## src/rtl/seq_mult8_ctrl_if.sv

```systemverilog
// seq_mult8_ctrl_if: operand/product handshake bundle for the sequential multiplier
interface seq_mult8_ctrl_if;
    logic        in_valid;
    logic        in_ready;
    logic [7:0]  a;
    logic [7:0]  b;
    logic        out_valid;
    logic        out_ready;
    logic [15:0] product;
    logic        busy;
    modport master (output in_valid, a, b, out_ready, input in_ready, out_valid, product, busy);
    modport slave  (input in_valid, a, b, out_ready, output in_ready, out_valid, product, busy);
endinterface

```

## src/rtl/seq_mult8_ctrl.sv

```systemverilog
// seq_mult8_ctrl: 8x8 shift-and-add multiplier reusing one 8-bit ripple adder for 8 cycles
module eight_bit_full_adder (
    input  logic [7:0] x,
    input  logic [7:0] y,
    input  logic       cin,
    output logic [7:0] sum,
    output logic       cout
);
    logic [8:0] c;
    assign c[0] = cin;
    for (genvar i = 0; i < 8; i++) begin : g_fa
        assign sum[i]   = x[i] ^ y[i] ^ c[i];
        assign c[i + 1] = (x[i] & y[i]) | (c[i] & (x[i] ^ y[i]));
    end
    assign cout = c[8];
endmodule

module seq_mult8_ctrl (
    input logic             clk,
    input logic             rst_n,
    seq_mult8_ctrl_if.slave bus
);
    typedef enum logic [1:0] {IDLE, RUN, DONE} state_t;
    state_t      state_q, state_d;
    logic [7:0]  m_q, m_d, a_q, a_d, q_q, q_d;
    logic [2:0]  cnt_q, cnt_d;
    logic [15:0] product_q, product_d;
    logic [7:0]  sum;
    logic        cout;
    logic [15:0] shifted;
    eight_bit_full_adder u_add (
        .x    (a_q),
        .y    (q_q[0] ? m_q : 8'h00),
        .cin  (1'b0),
        .sum  (sum),
        .cout (cout)
    );
    // carry-out re-enters as the new MSB of the shifted partial product
    assign shifted = {cout, sum, q_q[7:1]};
    always_comb begin
        state_d   = state_q;
        m_d       = m_q;
        a_d       = a_q;
        q_d       = q_q;
        cnt_d     = cnt_q;
        product_d = product_q;
        case (state_q)
            IDLE: if (bus.in_valid) begin
                m_d     = bus.a;
                q_d     = bus.b;
                a_d     = 8'h00;
                cnt_d   = 3'd0;
                state_d = RUN;
            end
            RUN: begin
                {a_d, q_d} = shifted;
                cnt_d      = cnt_q + 3'd1;
                if (cnt_q == 3'd7) begin
                    state_d   = DONE;
                    product_d = shifted;
                end
            end
            DONE: state_d = bus.out_ready ? IDLE : DONE;
            default: state_d = IDLE;
        endcase
    end
    always_ff @(posedge clk) begin
        if (!rst_n) begin
            state_q   <= IDLE;
            m_q       <= 8'h00;
            a_q       <= 8'h00;
            q_q       <= 8'h00;
            cnt_q     <= 3'd0;
            product_q <= 16'h0000;
        end else begin
            state_q   <= state_d;
            m_q       <= m_d;
            a_q       <= a_d;
            q_q       <= q_d;
            cnt_q     <= cnt_d;
            product_q <= product_d;
        end
    end
    assign bus.in_ready  = (state_q == IDLE);
    assign bus.out_valid = (state_q == DONE);
    assign bus.busy      = (state_q == RUN);
    assign bus.product   = product_q;
endmodule

```

## src/flat_wrapper.sv

```systemverilog
// flat-port wrapper written by rule: the top's interface ports become plain ports
module seq_mult8_ctrl_flat 
  (clk, rst_n, bus_in_valid, bus_a, bus_b, bus_out_ready, bus_in_ready, bus_out_valid, bus_product, bus_busy);
  seq_mult8_ctrl_if bus_i ();
  input logic clk;
  input logic rst_n;
  input wire logic [$bits(bus_i.in_valid)-1:0] bus_in_valid;
  input wire logic [$bits(bus_i.a)-1:0] bus_a;
  input wire logic [$bits(bus_i.b)-1:0] bus_b;
  input wire logic [$bits(bus_i.out_ready)-1:0] bus_out_ready;
  output wire logic [$bits(bus_i.in_ready)-1:0] bus_in_ready;
  output wire logic [$bits(bus_i.out_valid)-1:0] bus_out_valid;
  output wire logic [$bits(bus_i.product)-1:0] bus_product;
  output wire logic [$bits(bus_i.busy)-1:0] bus_busy;
  assign bus_i.in_valid = bus_in_valid;
  assign bus_i.a = bus_a;
  assign bus_i.b = bus_b;
  assign bus_i.out_ready = bus_out_ready;
  assign bus_in_ready = bus_i.in_ready;
  assign bus_out_valid = bus_i.out_valid;
  assign bus_product = bus_i.product;
  assign bus_busy = bus_i.busy;
  seq_mult8_ctrl u_core (.clk(clk), .rst_n(rst_n), .bus(bus_i));
endmodule
```

## config.mk

```make
export PLATFORM = sky130hd
export DESIGN_NAME = seq_mult8_ctrl_flat
export DESIGN_NICKNAME = d
export VERILOG_FILES = /design/src/rtl/seq_mult8_ctrl_if.sv /design/src/rtl/seq_mult8_ctrl.sv /design/src/flat_wrapper.sv
export SDC_FILE = /design/constraint.sdc
export NUM_CORES = 1
export LEC_CHECK = 0
export ABC_CLOCK_PERIOD_IN_PS = 10550
export BUFFER_PORTS_ARGS = -buffer_cell sky130_fd_sc_hd__buf_2
export CORE_MARGIN = 2
export CORE_UTILIZATION = 35
export DETAILED_ROUTE_END_ITERATION = 6
export PLACE_DENSITY = 0.6
export SYNTH_ARGS = -nofsm -noshare
export SYNTH_HDL_FRONTEND = slang
export SYNTH_SLANG_ARGS = --single-unit
```

## constraint.sdc

```tcl
create_clock -name clk -period 10.55 [get_ports clk]
set_clock_uncertainty 0.2 [all_clocks]
set_input_delay 2.11 -clock clk [delete_from_list [all_inputs] [get_ports clk]]
set_output_delay 2.11 -clock clk [all_outputs]
set_load 0.05 [all_outputs]
```

# After elaboration in Yosys (flattened, before gate mapping)
# Index checks and enable logic that the tools add are counted.
op_classes:
  addsub: 1
  n_eq_ne: 5
  muxes: 11
  bitwise: 37
  n_reduce_logical: 6
ops:
  columns: ["op", "count"]
  rows:
  - ["$pmux 8 s2", 2]
  - ["$mux 8", 3]
  - ["$and 1x1->1", 15]
  - ["$xor 1x1->1", 15]
  - ["$reduce_and 2->1", 4]
  - ["$or 1x1->1", 7]
  - ["$mux 2", 3]
  - ["$pmux 2 s3", 1]
  - ["$pmux 3 s2", 1]
  - ["$add 3x1->3 const B", 1]
  - ["$eq 3x3->1 const B", 1]
  - ["$mux 3", 1]
  - ["$eq 2x1->1 const B", 1]
  - ["$eq 2x2->1 const B", 1]
  - ["$logic_not 2->1", 1]
  - ["$ne 2x1->1 const B", 1]
  - ["$ne 2x2->1 const B", 1]
  - ["$reduce_bool 2->1", 1]
totals:
  ff_bits: 45
  input_bits: 20
  output_inout_bits: 19
  elab_cells: 66

# Longest topological paths before layout
# Gate-level depths: netlist (run 1).
logic_depth:
  word_depth: 17
  mapped_depth: 12
  depth_no_buf: 11

# Modules after synthesis
# From an unflattened synthesis (run 1), not the netlist that was laid out.
unflattened:
  hier_cells: 226
  area_unflattened_um2: 2034.5
modules_own_cells:
  columns: ["module", "n_inst", "cells_per_inst", "area_each_um2", "seq_area_each_um2"]
  rows:
  - ["seq_mult8_ctrl", 1, 208, 1836.8, 900.9]
  - ["eight_bit_full_adder", 1, 18, 197.7, 0.0]

# Worst setup path after synthesis (run 1)
# OpenSTA, ideal clock, no wires.
synth_path:
  path_kind: "reg2reg"
  start: "register u_core.q_q[0]"
  end: "register u_core.a_q[6]"
  setup_time_ps: 92
  arrival_ps: 3811
  required_ps: 10258
  slack_ps: 6446
  stages_incl_launch_ff: 13
  path_buffers: 1
  synth_period_minus_slack_ps: 4104
  cell_sequence: "dfxtp_1 -> clkbuf_1 -> and2_1 -> ha_1 -> inv_1 -> fa_1 -> fa_1 -> fa_1 -> fa_1 -> fa_1 -> fa_1 -> fa_1 -> o32ai_1"
synth_via:
  elab_chain_len: 16
  elab_cells_between_ends: 29
  classes_between: "mux: 2; bitwise: 27"
synth_lines:
  columns: ["element", "line", "text"]
  rows:
  - ["from (decl)", "seq_mult8_ctrl.sv:25", "logic [7:0] m_q, m_d, a_q, a_d, q_q, q_d;"]
  - ["from (signal assigned)", "seq_mult8_ctrl.sv:79", "q_q <= q_d;"]
  - ["$mux 8 (*)", "seq_mult8_ctrl.sv:33", ".y (q_q[0] ? m_q : 8'h00),"]
  - ["$and 1x1->1 or $xor 1x1->1 (tied branches)", "seq_mult8_ctrl.sv:13", "assign c[i + 1] = (x[i] & y[i]) | (c[i] & (x[i] ^ y[i]));"]
  - ["$and 1x1->1", "seq_mult8_ctrl.sv:13", null]
  - ["$or 1x1->1", "seq_mult8_ctrl.sv:13", null]
  - ["$and 1x1->1", "seq_mult8_ctrl.sv:13", null]
  - ["$or 1x1->1", "seq_mult8_ctrl.sv:13", null]
  - ["$and 1x1->1", "seq_mult8_ctrl.sv:13", null]
  - ["$or 1x1->1", "seq_mult8_ctrl.sv:13", null]
  - ["$and 1x1->1", "seq_mult8_ctrl.sv:13", null]
  - ["$or 1x1->1", "seq_mult8_ctrl.sv:13", null]
  - ["$and 1x1->1", "seq_mult8_ctrl.sv:13", null]
  - ["$or 1x1->1", "seq_mult8_ctrl.sv:13", null]
  - ["$and 1x1->1", "seq_mult8_ctrl.sv:13", null]
  - ["$or 1x1->1", "seq_mult8_ctrl.sv:13", null]
  - ["$xor 1x1->1 (*)", "seq_mult8_ctrl.sv:12", "assign sum[i] = x[i] ^ y[i] ^ c[i];"]
  - ["$pmux 8 s2 (*)", "seq_mult8_ctrl.sv:47", "case (state_q)"]
  - ["to (signal assigned)", "seq_mult8_ctrl.sv:71", "a_q <= 8'h00;"]
  - ["to (signal assigned)", "seq_mult8_ctrl.sv:78", "a_q <= a_d;"]
  - ["to (decl)", "seq_mult8_ctrl.sv:25", null]
# Every way passes the cells marked *; elsewhere a longest branch is shown, timed or not.
# A chain may end at the register's enable or synchronous reset.

# Worst setup path in the final report (run 1)
layout_path:
  start: "register u_core.state_q[0]"
  end: "output port bus_busy"
layout_via:
  elab_chain_len: 1
layout_lines:
  columns: ["element", "line", "text"]
  rows:
  - ["from (decl)", "seq_mult8_ctrl.sv:24", "state_t state_q, state_d;"]
  - ["from (signal assigned)", "seq_mult8_ctrl.sv:76", "state_q <= state_d;"]
  - ["$eq 2x1->1", "seq_mult8_ctrl.sv:86", "assign bus.busy = (state_q == RUN);"]
  - ["to (decl)", "flat_wrapper.sv:14", "output wire logic [$bits(bus_i.busy)-1:0] bus_busy;"]
# No other way between the ends.

==> results of run 1 <==
## worst register-to-register path, cell delays in order, from the launching register on
cell and delay [ns]:
dfxtp_1 0.51, and2_1 0.20, ha_1 0.14, inv_1 0.05, fa_1 0.39, fa_1 0.39, fa_1 0.39, fa_1 0.39
fa_1 0.42, fa_1 0.40, fa_1 0.48, o32ai_1 0.27
## path summary, 6_finish.rpt
kind | startpoint | endpoint | slack (ns) | depth (start not counted)
worst max-delay path | u_core.state_q[0]$_SDFFE_PN0P_ | bus_busy | 5.97 | 3
worst min-delay path | u_core.m_q[7]$_SDFFE_PN0P_ | u_core.m_q[7]$_SDFFE_PN0P_ | 0.25 | 2
worst max register to register | u_core.q_q[0]$_SDFFE_PN0P_ | u_core.a_q[6]$_SDFFE_PN0P_ | 6.23 | 11
worst min register to register | u_core.m_q[7]$_SDFFE_PN0P_ | u_core.m_q[7]$_SDFFE_PN0P_ | 0.25 | 2
## cell families (layout without fill, tap and decap cells)
| family | Yosys count | in the layout | synth area share, % |
|---|---|---|---|
| DFF | 45 | 45 | 43.48 |
| and+or+nand+nor | 70 | 70 | 16.18 |
| adders and majority gates | 10 | 10 | 8.575 |
| muxes | 8 | 8 | 3.865 |
| AOI/OAI and AO/OA | 54 | 54 | 20.05 |
| buffers and inverters | 30 | 56 | 7.850 |
## metal layers
layer	vias to the layer above	GRT usage (%)	wire length, um
met5	-	0	0
met4	0	3.559	19
met3	2	3.667	155
met2	22	20.00	1860
met1	727	17.36	2032
li1	809	-	-
## registers in the layout, summed over array words and instances, names as in the netlist
signal	flops
u_core.cnt_q	3
u_core.bus.product	16
u_core.a_q	8
u_core.state_q	2
u_core.q_q	8
u_core.m_q	8
## cells in the mapped netlist, drive strengths merged, types with 3 or more instances
master	instances	area (um^2)
dfxtp	45	900.9
nand3	28	140.1
o21ai	27	165.2
nand2	23	86.33
buf	15	103.9
nor2	11	43.80
inv	10	40.04
a211oi	8	100.1
mux2i	8	80.08
o211ai	8	60.06
o32ai	8	70.07
fa	7	140.1
clkbuf	5	18.77
ha	3	37.54
## cell type report
cell class	instances	area (um^2)	share of cell area [%]
inverters	10	40.04	1.704
clock inverters	1	30.03	1.278
well taps	75	93.84	3.994
clock buffers	7	86.33	3.674
repair buffers	38	190.2	8.094
multi-input cells	142	1008	42.92
flip-flops and latches	45	900.9	38.34
## stage by stage
step	power [uW]	utilization, %	instances
5_1_grt	358.4	40.40	318
4_1_cts	347.5	40.40	318
2_1_floorplan	207.7	-	217
3_3_place_gp	214.0	38.40	310
6_report	342.1	40.40	318
3_5_place_dp	214.5	38.40	310
## power breakdown
group          switching [uW]  internal, uW
clock                    54.9          77.2
combinational            18.7          10.4
sequential               5.87           175
==> results.json, run 1 <==
{
  "grt_pass1_vias": 1424,
  "worst_slew_pin_slew_ns": 1.174,
  "critPathSlowestCell": "dfxtp_1",
  "num_antenna_cells": 0,
  "synth_cell_types": 29,
  "vias_per_cell": 4.906,
  "power.density_mw_per_mm2": 145.6,
  "cts_max_path_buffers": 2,
  "hold_buffers": 0,
  "worstSetupPathType": "reg2out",
  "antenna_found_initial": 0,
  "max_stage_delay_ns": 0.79,
  "cts.clk_slew.worst_paths_ns": 0.08,
  "required_ns": 8.24,
  "port_buffers": 38,
  "cts_tree": "yes",
  "finalSetupViolCount": 0,
  "crit_path_end_kind": "output port",
  "initial_utilization_pct": 35.63,
  "design.core.area_mm2": 0.005816,
  "netlist_area_mm2": 0.002072,
  "timing.fmax_ghz": 0.2185,
  "die_x_um": 80.94,
  "cts_made_buffers": 5,
  "cts_resized": 0,
  "die_h_um": 80.94,
  "rsz0062_at_grt": "no",
  "async_flop_share_pct": 0,
  "synth-edff-count": 0,
  "cts_setup_buffers": 0,
  "layout-drive-gt1-share_pct": 26.34,
  "setup_tns_ns": 0,
  "post-route-period-util_pct": 43.38,
  "drc": 0,
  "layout_common_cells": "45 x dfxtp_1, 38 x buf_2, 28 x nand3_1, 23 x nand2_1, 18 x o21ai_0",
  "grt_max_degree": 56,
  "die-area_mm2": 0.006551,
  "synth-seq-cells": 45,
  "setup_slack_ns": 5.974,
  "crit_buf_inv": 2,
  "io_pins": 39,
  "ctsHtreeMaxLevel": 2,
  "vias": 1560,
  "hold_class": "reg2reg",
  "gp_congestion": 0.7655,
  "cp_max_fo": 20,
  "routed_wirelength_um": 4068,
  "dr.pass1.iters": 4,
  "slew-limit-headroom_pct": 21.74,
  "crit_family": "flip-flops",
  "grt_pass1_wl_um": 6582,
  "min_period_ns": 4.576,
  "ant_nets": 0,
  "slew_viol_final": 0,
  "design_area_mm2": 0.002350,
  "p_leak_uw": 0.0008402,
  "cts_sinks": 45,
  "synthToLayoutAreaGrowth_pct": 13.41,
  "place_hpwl_um": 2700,
  "syn_inst": 217,
  "final_common_cell": "dfxtp_1",
  "overflow": 0,
  "clockRootBuffer": "clkbuf_8",
  "vdd_drop_max_v": 0.00005760,
  "yosysWarnings": 0,
  "final_nets": 272,
  "num_rows": 28,
  "status": "completed",
  "cap_violations": 0,
  "clkLatencyLatePin_ns": 0.29,
  "yosysSeqAreaShare_pct": 43.48,
  "arrival_ns": 2.27,
  "post_dp_cell_area_mm2": 0.002233,
  "startpoint_type": "register",
  "nFillCells": 602,
  "drtIter0Drc": 113,
  "syn_avg_cell_area_um2": 9.548,
  "synthFlopType": "dfxtp_1",
  "dp_slack_ns": 6.231,
  "synth.net_count": 247,
  "wl_per_cell_um": 12.79,
  "path_cells": "nand2b_1 -> inv_1 -> buf_2",
  "whs_ns": 0.2525,
  "track_usage_pct": 12.82,
  "hold_viol": 0
}
Power figures use the tool's default switching activity.
==> run 2: changes to the inputs <==
--- a/config.mk
+++ b/config.mk
@@ -5,7 +5,7 @@
 export SDC_FILE = /design/constraint.sdc
 export NUM_CORES = 1
 export LEC_CHECK = 0
-export ABC_CLOCK_PERIOD_IN_PS = 10550
+export ABC_CLOCK_PERIOD_IN_PS = 4500
 export BUFFER_PORTS_ARGS = -buffer_cell sky130_fd_sc_hd__buf_2
 export CORE_MARGIN = 2
 export CORE_UTILIZATION = 35
==> constraint.sdc (replaced) <==
create_clock -name clk -period 4.5 [get_ports clk]
set_clock_uncertainty 0.2 [all_clocks]
set_input_delay 0.9 -clock clk [delete_from_list [all_inputs] [get_ports clk]]
set_output_delay 0.9 -clock clk [all_outputs]
set_load 0.05 [all_outputs]
==> run 2 against run 1 <==
  * Total power rose by 120%
  * Worst setup slack got worse by 5.5 ns
  * Largest power group unchanged
  * Combinational power rose by 150%
  * Highest routed layer unchanged
  * First-iteration DRC count fell by 40%
==> results.json, run 2 (same netlist as run 1, synthesis figures left out) <==
{
  "overflow": 0,
  "status": "completed",
  "slew-limit-headroom_pct": 37.03,
  "crit_family": "adder cells",
  "p_leak_uw": 0.0008416,
  "place_hpwl_um": 2914,
  "startpoint_type": "register",
  "worst_slew_pin_slew_ns": 0.9436,
  "cts.clk_slew.worst_paths_ns": 0.08,
  "path_cells": "and2_1 -> ha_1 -> inv_1 -> fa_1 -> fa_1 -> fa_1 -> fa_1 -> fa_1 -> fa_1 -> fa_1 -> o32ai_1",
  "required_ns": 4.50,
  "cts_max_path_buffers": 2,
  "layout-drive-gt1-share_pct": 26.94,
  "setup_tns_ns": 0,
  "cts_sinks": 45,
  "post-route-period-util_pct": 90.24,
  "crit_path_end_kind": "register",
  "vias_per_cell": 5.113,
  "track_usage_pct": 14.46,
  "num_rows": 28,
  "hold_class": "reg2reg",
  "dr.pass1.iters": 4,
  "worstSetupPathType": "reg2reg",
  "routed_wirelength_um": 4376,
  "grt_pass1_vias": 1553,
  "cts_setup_buffers": 0,
  "synthToLayoutAreaGrowth_pct": 13.04,
  "die-area_mm2": 0.006551,
  "design.core.area_mm2": 0.005816,
  "largest_reg_flops": 16,
  "cap_violations": 0,
  "timing.fmax_ghz": 0.2463,
  "grt_pass1_wl_um": 7314,
  "min_period_ns": 4.061,
  "finalSetupViolCount": 0,
  "crit_buf_inv": 1,
  "nFillCells": 593,
  "drc": 0,
  "wl_per_cell_um": 13.68,
  "power.density_mw_per_mm2": 319.4,
  "grt_max_degree": 55,
  "slew_viol_final": 0,
  "clkLatencyLatePin_ns": 0.30,
  "antenna_found_initial": 0,
  "drtIter0Drc": 68,
  "num_antenna_cells": 0,
  "cts_resized": 0,
  "die_h_um": 80.94,
  "die_x_um": 80.94,
  "layout_common_cells": "45 x dfxtp_1, 38 x buf_2, 28 x nand3_1, 23 x nand2_1, 18 x o21ai_0",
  "final_nets": 275,
  "io_pins": 39,
  "vias": 1636,
  "critPathSlowestCell": "fa_1",
  "cts_made_buffers": 5,
  "hold_viol": 0,
  "instances_no_fill": 320,
  "rsz0062_at_grt": "no",
  "vdd_drop_max_v": 0.0001230,
  "cts_tree": "yes",
  "gp_congestion": 0.7047,
  "final_common_cell": "dfxtp_1",
  "dpl.cell_count": 313,
  "cp_max_fo": 2,
  "max_stage_delay_ns": 0.48,
  "port_buffers": 38,
  "clockRootBuffer": "clkbuf_8",
  "ctsHtreeMaxLevel": 2,
  "hold_buffers": 0,
  "post-route-util_pct": 40.28,
  "initial_utilization_pct": 35.63,
  "arrival_ns": 4.06,
  "cpMostUsedCell": "fa_1",
  "ant_nets": 0
}
-- run 2: cell types whose count changed in the layout (fill, tap and decap cells not counted), sizes merged --
cell and delta:
bufinv -1, buf +3
-- run 2: final cells by class --
cell class / count / area, um^2 / area share, %
clock buffer: 7 / 86.33 / 3.686
inverter: 10 / 40.04 / 1.709
multi-input combinational: 142 / 1008 / 43.06
sequential: 45 / 900.9 / 38.46
tap: 75 / 93.84 / 4.006
timing repair buffer: 41 / 212.7 / 9.081
-- run 2: metrics by stage --
stage | total power [uW] | area, um^2 | hold slack, ns | worst slack (ns)
5_1_grt | 777.3 | 2342 | 0.2826 | 0.2915
6_report | 748.1 | 2342 | 0.2566 | 0.4391
4_1_cts | 757.7 | 2342 | 0.2577 | 0.4515
2_1_floorplan | 487.0 | 2072 | 0.2284 | 0.3964
3_3_place_gp | 504.3 | 2256 | 0.2441 | 0.5556
3_5_place_dp | 505.4 | 2256 | 0.2469 | 0.4989
-- run 2: power by group --
group          leakage (uW)  switching [uW]  total (uW)  internal (uW)
Clock             0.0000443             131         253            122
Combinational      0.000432            46.1        71.9           25.7
Sequential         0.000366            12.8         423            411
-- run 2: routing by layer --
layer	vias to the layer above	GRT usage, %	part of all wire (%)
li1	810	-	-
met1	787	18.38	45
met2	33	23.88	49
met3	6	2.889	3.9
met4	0	6.102	1.9
met5	-	0	0
-- run 2: final timing paths --
path	depth (start not counted)	to	slack, ns	startpoint
min	2	u_core.bus.product[1]$_SDFFE_PN0P_	0.26	u_core.bus.product[1]$_SDFFE_PN0P_
max reg2reg	11	u_core.a_q[6]$_SDFFE_PN0P_	0.44	u_core.m_q[0]$_SDFFE_PN0P_
max	11	u_core.a_q[6]$_SDFFE_PN0P_	0.44	u_core.m_q[0]$_SDFFE_PN0P_
min reg2reg	2	u_core.bus.product[1]$_SDFFE_PN0P_	0.26	u_core.bus.product[1]$_SDFFE_PN0P_
-- run 2: tightest hold or removal path, delay by kind of cell (launching register included) --
| family | cells | cell delay (ns) |
|---|---|---|
| simple gates | 1 | 0.05 |
| compound gates | 1 | 0.05 |
| flops | 1 | 0.31 |
